$ cat src/rtl/ceres_clint.sv
// Core-Local Interruptor: per-hart mtimecmp/msip, shared prescaled mtime,
// byte-strobed register bus with one-cycle registered responses.
module ceres_clint #(
  parameter int unsigned NUM_HARTS    = 1,
  parameter int unsigned TICK_DIV     = 1,
  parameter logic [63:0] MTIMECMP_RST = 64'hFFFF_FFFF_FFFF_FFFF
) (
  input  logic                 clk_i,
  input  logic                 rst_ni,
  input  logic                 req_valid_i,
  output logic                 req_ready_o,
  input  logic [15:0]          req_addr_i,
  input  logic [31:0]          req_wdata_i,
  input  logic [3:0]           req_wstrb_i,
  output logic                 res_valid_o,
  output logic [31:0]          res_rdata_o,
  output logic                 res_err_o,
  input  logic                 halt_i,
  output logic [63:0]          mtime_o,
  output logic [NUM_HARTS-1:0] mtip_o,
  output logic [NUM_HARTS-1:0] msip_o
);

  localparam logic [15:0] PRESC_MAX = 16'(TICK_DIV - 1);

  logic [63:0]          mtime;
  logic [15:0]          presc;
  logic [63:0]          mtimecmp [NUM_HARTS];
  logic [NUM_HARTS-1:0] msip;
  logic [NUM_HARTS-1:0] mtip;

  logic        in_msip, in_cmp, in_mtime, hit, err, wr, hi_word, tick, mtime_wr;
  logic [31:0] msip_idx, cmp_idx, rdata;

  function automatic logic [31:0] merge(input logic [31:0] old_w,
                                        input logic [31:0] new_w,
                                        input logic [3:0]  strb);
    logic [31:0] res;
    for (int unsigned b = 0; b < 4; b++)
      res[8*b +: 8] = strb[b] ? new_w[8*b +: 8] : old_w[8*b +: 8];
    return res;
  endfunction

  // Address decode: msip words below 0x4000, mtimecmp pairs up to 0xBFF7, mtime at 0xBFF8.
  always_comb begin
    in_msip  = (req_addr_i[15:14] == 2'b00);
    in_cmp   = (req_addr_i >= 16'h4000) && (req_addr_i < 16'hBFF8);
    in_mtime = (req_addr_i[15:3] == 13'h17FF);
    msip_idx = 32'(req_addr_i[13:2]);
    cmp_idx  = 32'(req_addr_i - 16'h4000) >> 3;
    hi_word  = req_addr_i[2];
    hit      = (in_msip && (msip_idx < NUM_HARTS)) ||
               (in_cmp && (cmp_idx < NUM_HARTS)) || in_mtime;
    err      = (req_addr_i[1:0] != 2'b00) || !hit;
    wr       = req_valid_i && !err && (req_wstrb_i != 4'b0000);
    mtime_wr = wr && in_mtime;
    tick     = !halt_i && (presc == PRESC_MAX);
  end

  always_comb begin
    rdata = '0;
    if (!err && (req_wstrb_i == 4'b0000)) begin
      if (in_mtime) begin
        rdata = hi_word ? mtime[63:32] : mtime[31:0];
      end else begin
        for (int unsigned h = 0; h < NUM_HARTS; h++) begin
          if (in_msip && (msip_idx == h)) rdata = {31'b0, msip[h]};
          if (in_cmp && (cmp_idx == h))
            rdata = hi_word ? mtimecmp[h][63:32] : mtimecmp[h][31:0];
        end
      end
    end
  end

  always_ff @(posedge clk_i or negedge rst_ni) begin
    if (!rst_ni) begin
      mtime       <= '0;
      presc       <= '0;
      msip        <= '0;
      mtip        <= '0;
      res_valid_o <= 1'b0;
      res_err_o   <= 1'b0;
      res_rdata_o <= '0;
      for (int unsigned h = 0; h < NUM_HARTS; h++) mtimecmp[h] <= MTIMECMP_RST;
    end else begin
      res_valid_o <= req_valid_i;
      res_err_o   <= req_valid_i && err;
      res_rdata_o <= req_valid_i ? rdata : '0;

      for (int unsigned h = 0; h < NUM_HARTS; h++) begin
        mtip[h] <= (mtime >= mtimecmp[h]);
        if (wr && in_msip && (msip_idx == h) && req_wstrb_i[0]) msip[h] <= req_wdata_i[0];
        if (wr && in_cmp && (cmp_idx == h)) begin
          if (hi_word)
            mtimecmp[h][63:32] <= merge(mtimecmp[h][63:32], req_wdata_i, req_wstrb_i);
          else
            mtimecmp[h][31:0]  <= merge(mtimecmp[h][31:0], req_wdata_i, req_wstrb_i);
        end
      end

      // A software write to mtime overrides the tick and restarts the prescaler.
      if (mtime_wr) begin
        presc <= '0;
        if (hi_word) mtime[63:32] <= merge(mtime[63:32], req_wdata_i, req_wstrb_i);
        else         mtime[31:0]  <= merge(mtime[31:0], req_wdata_i, req_wstrb_i);
      end else if (!halt_i) begin
        presc <= tick ? '0 : presc + 16'd1;
        if (tick) mtime <= mtime + 64'd1;
      end
    end
  end

  assign req_ready_o = 1'b1;
  assign mtime_o     = mtime;
  assign mtip_o      = mtip;
  assign msip_o      = msip;

endmodule

$ cat config.mk
export PLATFORM = sky130hd
export DESIGN_NAME = ceres_clint
export DESIGN_NICKNAME = d
export VERILOG_FILES = /design/src/rtl/ceres_clint.sv
export SDC_FILE = /design/constraint.sdc
export NUM_CORES = 1
export LEC_CHECK = 0
export ABC_AREA = 1
export BUFFER_PORTS_ARGS = -buffer_cell sky130_fd_sc_hd__buf_2
export CAP_MARGIN = 20
export CORE_MARGIN = 8
export CORE_UTILIZATION = 45
export DETAILED_ROUTE_END_ITERATION = 8
export PLACE_DENSITY = 0.75
export SKIP_CTS_REPAIR_TIMING = 1
export SLEW_MARGIN = 20
export SYNTH_ARGS = -nofsm -noshare
export SYNTH_HDL_FRONTEND = slang
export SYNTH_SLANG_ARGS = --single-unit
$ cat constraint.sdc
create_clock -name clk_i -period 3.9 [get_ports clk_i]
set_input_delay 0.39 -clock clk_i [delete_from_list [all_inputs] [get_ports clk_i]]
set_output_delay 0.39 -clock clk_i [all_outputs]
set_load 0.01 [all_outputs]
==> metrics.md <==
| Metric | Value |
|---|---|
| Result of the run | `complete, but fails checks` |
| Failing checks | `negative hold slack` |
| Root Buffer | `clkbuf_16` |
| Instance area after placement | `14200 um2` |
| Die extent in y | `187 um` |
| Worst-case hold slack | `-0.0464 ns` |
| Max-cap violation count | `0` |
| Main combinational cell family by area after synthesis | `simple AND/OR/NAND/NOR gates` |
| Standard-cell rows | `62` |
| Most numerous cell in the Yosys netlist | `nand2_1` |
| Core Area | `28700 um2` |
| Critical path endpoint category | `flop` |
| Class of the tightest hold or removal check | `input pin to asynchronous set/reset pin` |
| Critical Path Slowest Stage Cell | `nor2_1` |
| Critical Path RT | `4.25 ns` |
| Routability Congestion | `0.968` |
| Total power | `6040 uW` |
| Clock-pin slew of the registers on the worst-case setup and hold paths | `0.07 ns` |
| IR Drop Worst-Case VDD | `approximately 240 uV` |
| Pin count of the biggest net entering global routing | `83` |
| Reg2Reg Depth | `11` |
| Most frequent cell on the critical path | `nand2_1` |
| Finished Cell Area | `14800 um2` |
| Clock H-tree levels | `4` |
| Area fraction in compound gates after synthesis | `between 10% and 20%` |
| Violation count after the first detailed-routing iteration | `1064` |
| Most area-consuming cells after synthesis | `dfrtp_1 22%, nand2_1 20%, dfstp_2 13%` |
| Max_slew headroom | `between 30% and 40%` |
| Reg2Reg Capture Point | `mtime_o[48]$_DFFE_PN0P_` |
| Insertion delay of the later-clocked pin in the worst-skew pair | `around 0.46 ns` |
| M1 WL | `slightly below 20000 um` |
| Number of enable flip-flop cells after synthesis | `0` |
| Cell class contributing the biggest share of worst-path delay | `simple AND/OR/NAND/NOR gates` |
| Synth Flop Type | `dfrtp_1` |
| Internal power | `3670 uW` |
| Slew Limit Fails | `0` |
| Maximum root-to-sink buffer count | `2` |
| Yosys top cell area share | `22.1%` |
| Cell-by-cell trace of the critical path | `ha_1 > nand2_1 > nor2_1 > nand2_1 > nor2_1 > nand3_1 > xor2_1 > nand2_1 > nand2_1 > nand2_1 > nand2_1` |
| Combinational cell fraction of total power | `30.2%` |
| Die area | `34900 um2` |
| Logic depth of the worst setup path including buffers | `11` |
| Source of the worst register-to-register timing path | `mtime_o[0]$_DFFE_PN0P_` |
| Synth Net Count | `2062` |
| Top Metal Used | `met5` |
| Number of top-level pins | `157` |
| Final Non-Filler Cells | `2458` |
| Number of vias after detailed routing | `roughly 13000` |
| Number of clock buffers inserted by TritonCTS | `17` |
| Post-route DRC violation count | `0` |
| Area added between synthesis and finish | `12.5%` |
| Filler instances | `2862` |
| Unrepaired setup endpoints after global routing | `false` |
| Overflow after GRT | `0` |
| Arrival time worst endpoint | `3.10 ns` |
| Mean cell area of the mapped netlist | `around 6.8 um2` |
| Max stage delay on crit path | `0.53 ns` |
| Simple-gate area share of the yosys netlist | `35.7%` |
| Drt pass-1 iters | `5` |
| Switching fraction of total power | `39.1%` |
| Met3 WL | `roughly 3200 um` |
| Remaining number of nets flagged by the antenna check after routing | `0` |
| Layout net count | `2189` |
| Fin Setup TNS | `0 ns` |
| Sequential cell area | `between 4000 and 5000 um2` |
| Leakage dissipation | `0.00716 uW` |
| Clock tree from TritonCTS | `yes` |
| First-pass GRT wire length | `70400 um` |
| Cell area after technology mapping | `around 13000 um2` |
| Net load switching power | `roughly 2400 uW` |
| Total number of clock tree sinks | `180` |
| Fraction of registers with async set or reset after synthesis | `100%` |
| Horizontal die dimension | `187 um` |
| GRT Total Usage | `25.2%` |
| Unique cell type count in the Yosys netlist | `46` |
| Largest fanout on the critical path | `7` |
| Routed wire length | `~45000 um` |
| Setup-violating endpoint count in the final report | `0` |
| Total number of yosys warnings | `0` |
| Placed instance count | `about 2400` |
| Post-DR vias/cell | `5.40` |
| WP buf/inv | `0` |
| Share of power burned in registers | `40.0%` |
| Area of the multi-input gates | `7420 um2` |
| Port Buffer Count | `155` |
| Largest area contributor in the synthesized netlist | `dfrtp_1` |
| Detail Placement HPWL | `about 35000 um` |
| Number of antenna violations at the first check in global routing | `1` |
| Upper clock frequency limit | `between 0.3 and 0.4 GHz` |
| Adder and majority gate portion of the synthesized area | `6.87%` |
| Final worst path period share | `between 70 and 80%` |
| Fraction of synthesized cell area in xor and xnor cells | `2.27%` |
| Wire length on met2 | `roughly 21000 um` |
| Antenna cell count | `0` |
| Critical path start-end classification | `flop to flop` |
| Multiplexer area fraction after synthesis | `0%` |
| Register-to-register setup slack | `1.15 ns` |
| Pwr per Cell Area | `409 nW/um2` |
| Worst Skew | `0.0158 ns` |
| Synthesis-stage register bit count | `180` |
| Final Hold Viols | `10` |
| Share of the yosys chip area belonging to registers | `35.0%` |
| CP Launch Type | `flop` |
| Via count of the first global-routing pass | `approximately 13000` |
| Initial Utilization | `45.7%` |
| Cells after Synth | `1934` |
| Detail-routed net length per standard cell | `between 15 and 20 um` |
| Slew of the pin with the lowest slew margin | `1.01 ns` |
| Post-synth top cells | `684 x nand2_1, 214 x nor2_1, 185 x inv_1` |
| Relative contribution of the clock network to total power | `29.8%` |
| Final critical delay including setup and external delays | `2.75 ns` |
| Share of layout cells above drive strength 1 | `roughly 16%` |
[sequential cells by signal (all words and copies together) (netlist names)]
register,cells
res_err_o,1
mtip_o,1
res_rdata_o,32
msip_o,1
mtimecmp,64
presc,16
res_valid_o,1
mtime_o,64
[worst max path at each step]
stage / from / to / slack (ns)
floorplan: mtime_o[0]$_DFFE_PN0P_ / mtime_o[60]$_DFFE_PN0P_ / 2.03
global placement: req_addr_i[14] / mtimecmp[51]$_DFFE_PN1P_ / 1.09
detailed placement: req_addr_i[14] / mtimecmp[50]$_DFFE_PN1P_ / 0.99
CTS: mtime_o[0]$_DFFE_PN0P_ / mtime_o[48]$_DFFE_PN0P_ / 1.17
global route: mtime_o[0]$_DFFE_PN0P_ / mtime_o[48]$_DFFE_PN0P_ / 0.95
finish: mtime_o[0]$_DFFE_PN0P_ / mtime_o[48]$_DFFE_PN0P_ / 1.15
[cell usage in the layout (no fill, tap or decap), types with 2 or more instances in the layout]
master	n
nor2_2	5
xnor2_1	6
nor3_1	13
ha_1	72
inv_6	4
o21ai_2	11
o21ai_0	174
nand3_4	2
xor2_1	28
a21oi_1	32
nand3_1	124
dfstp_2	64
clkbuf_16	17
inv_4	2
a21oi_4	3
clkinv_2	2
nor2_4	7
bufinv_16	2
a21o_1	2
buf_4	13
nor4_1	4
nand2_4	4
nand4_1	40
clkbuf_8	2
buf_2	154
nand2_2	5
nor2_1	214
inv_2	9
nor2_8	4
nand2_1	684
o21a_1	4
inv_1	185
o31ai_1	12
clkinv_4	7
o41ai_1	2
o21ai_1	32
dfrtp_1	116
[layer usage]
| layer | track usage, % | vias to the layer above |
|---|---|---|
| met5 | 0 | - |
| met4 | 8.67 | 2 |
| met3 | 5.29 | 82 |
| met2 | 41.2 | 500 |
| met1 | 32.7 | 6208 |
| li1 | - | 6470 |
[cells by family (layout without fill, tap and decap cells)]
logic type	Yosys count	count (layout)
AO/OA/AOI/OAI	278	278
AND/OR/NAND/NOR	1109	1109
adder cells (fa/ha/maj)	72	72
XOR/XNOR	34	34
flip-flops	180	180
other	1	1
buffers and inverters	260	400
[through the flow]
stage,util (%),setup WS [ns]
final,51.4,1.15
after global routing,51.4,0.952
after CTS,51.4,1.17
after detailed placement,49.3,0.990
after global placement,49.3,1.09
after floorplan,-,2.03
[layout make-up]
type / instances / share of cell area (%)
clock inverters: 13 / 1.00
multi-input cells: 1494 / 50.3
well taps: 384 / 3.26
flip-flops and latches: 180 / 31.1
clock buffers: 19 / 3.07
inverters: 199 / 5.20
repair buffers: 169 / 6.10
[power groups by stage]
stage | registers [uW] | logic (uW) | clock network (uW)
floorplan | 2360 | 1160 | 0
global placement | 2430 | 1770 | 0
detailed placement | 2430 | 1810 | 0
CTS | 2400 | 1820 | 1820
global route | 2440 | 2070 | 1880
finish | 2410 | 1820 | 1800
Power figures use the tool's default switching activity.
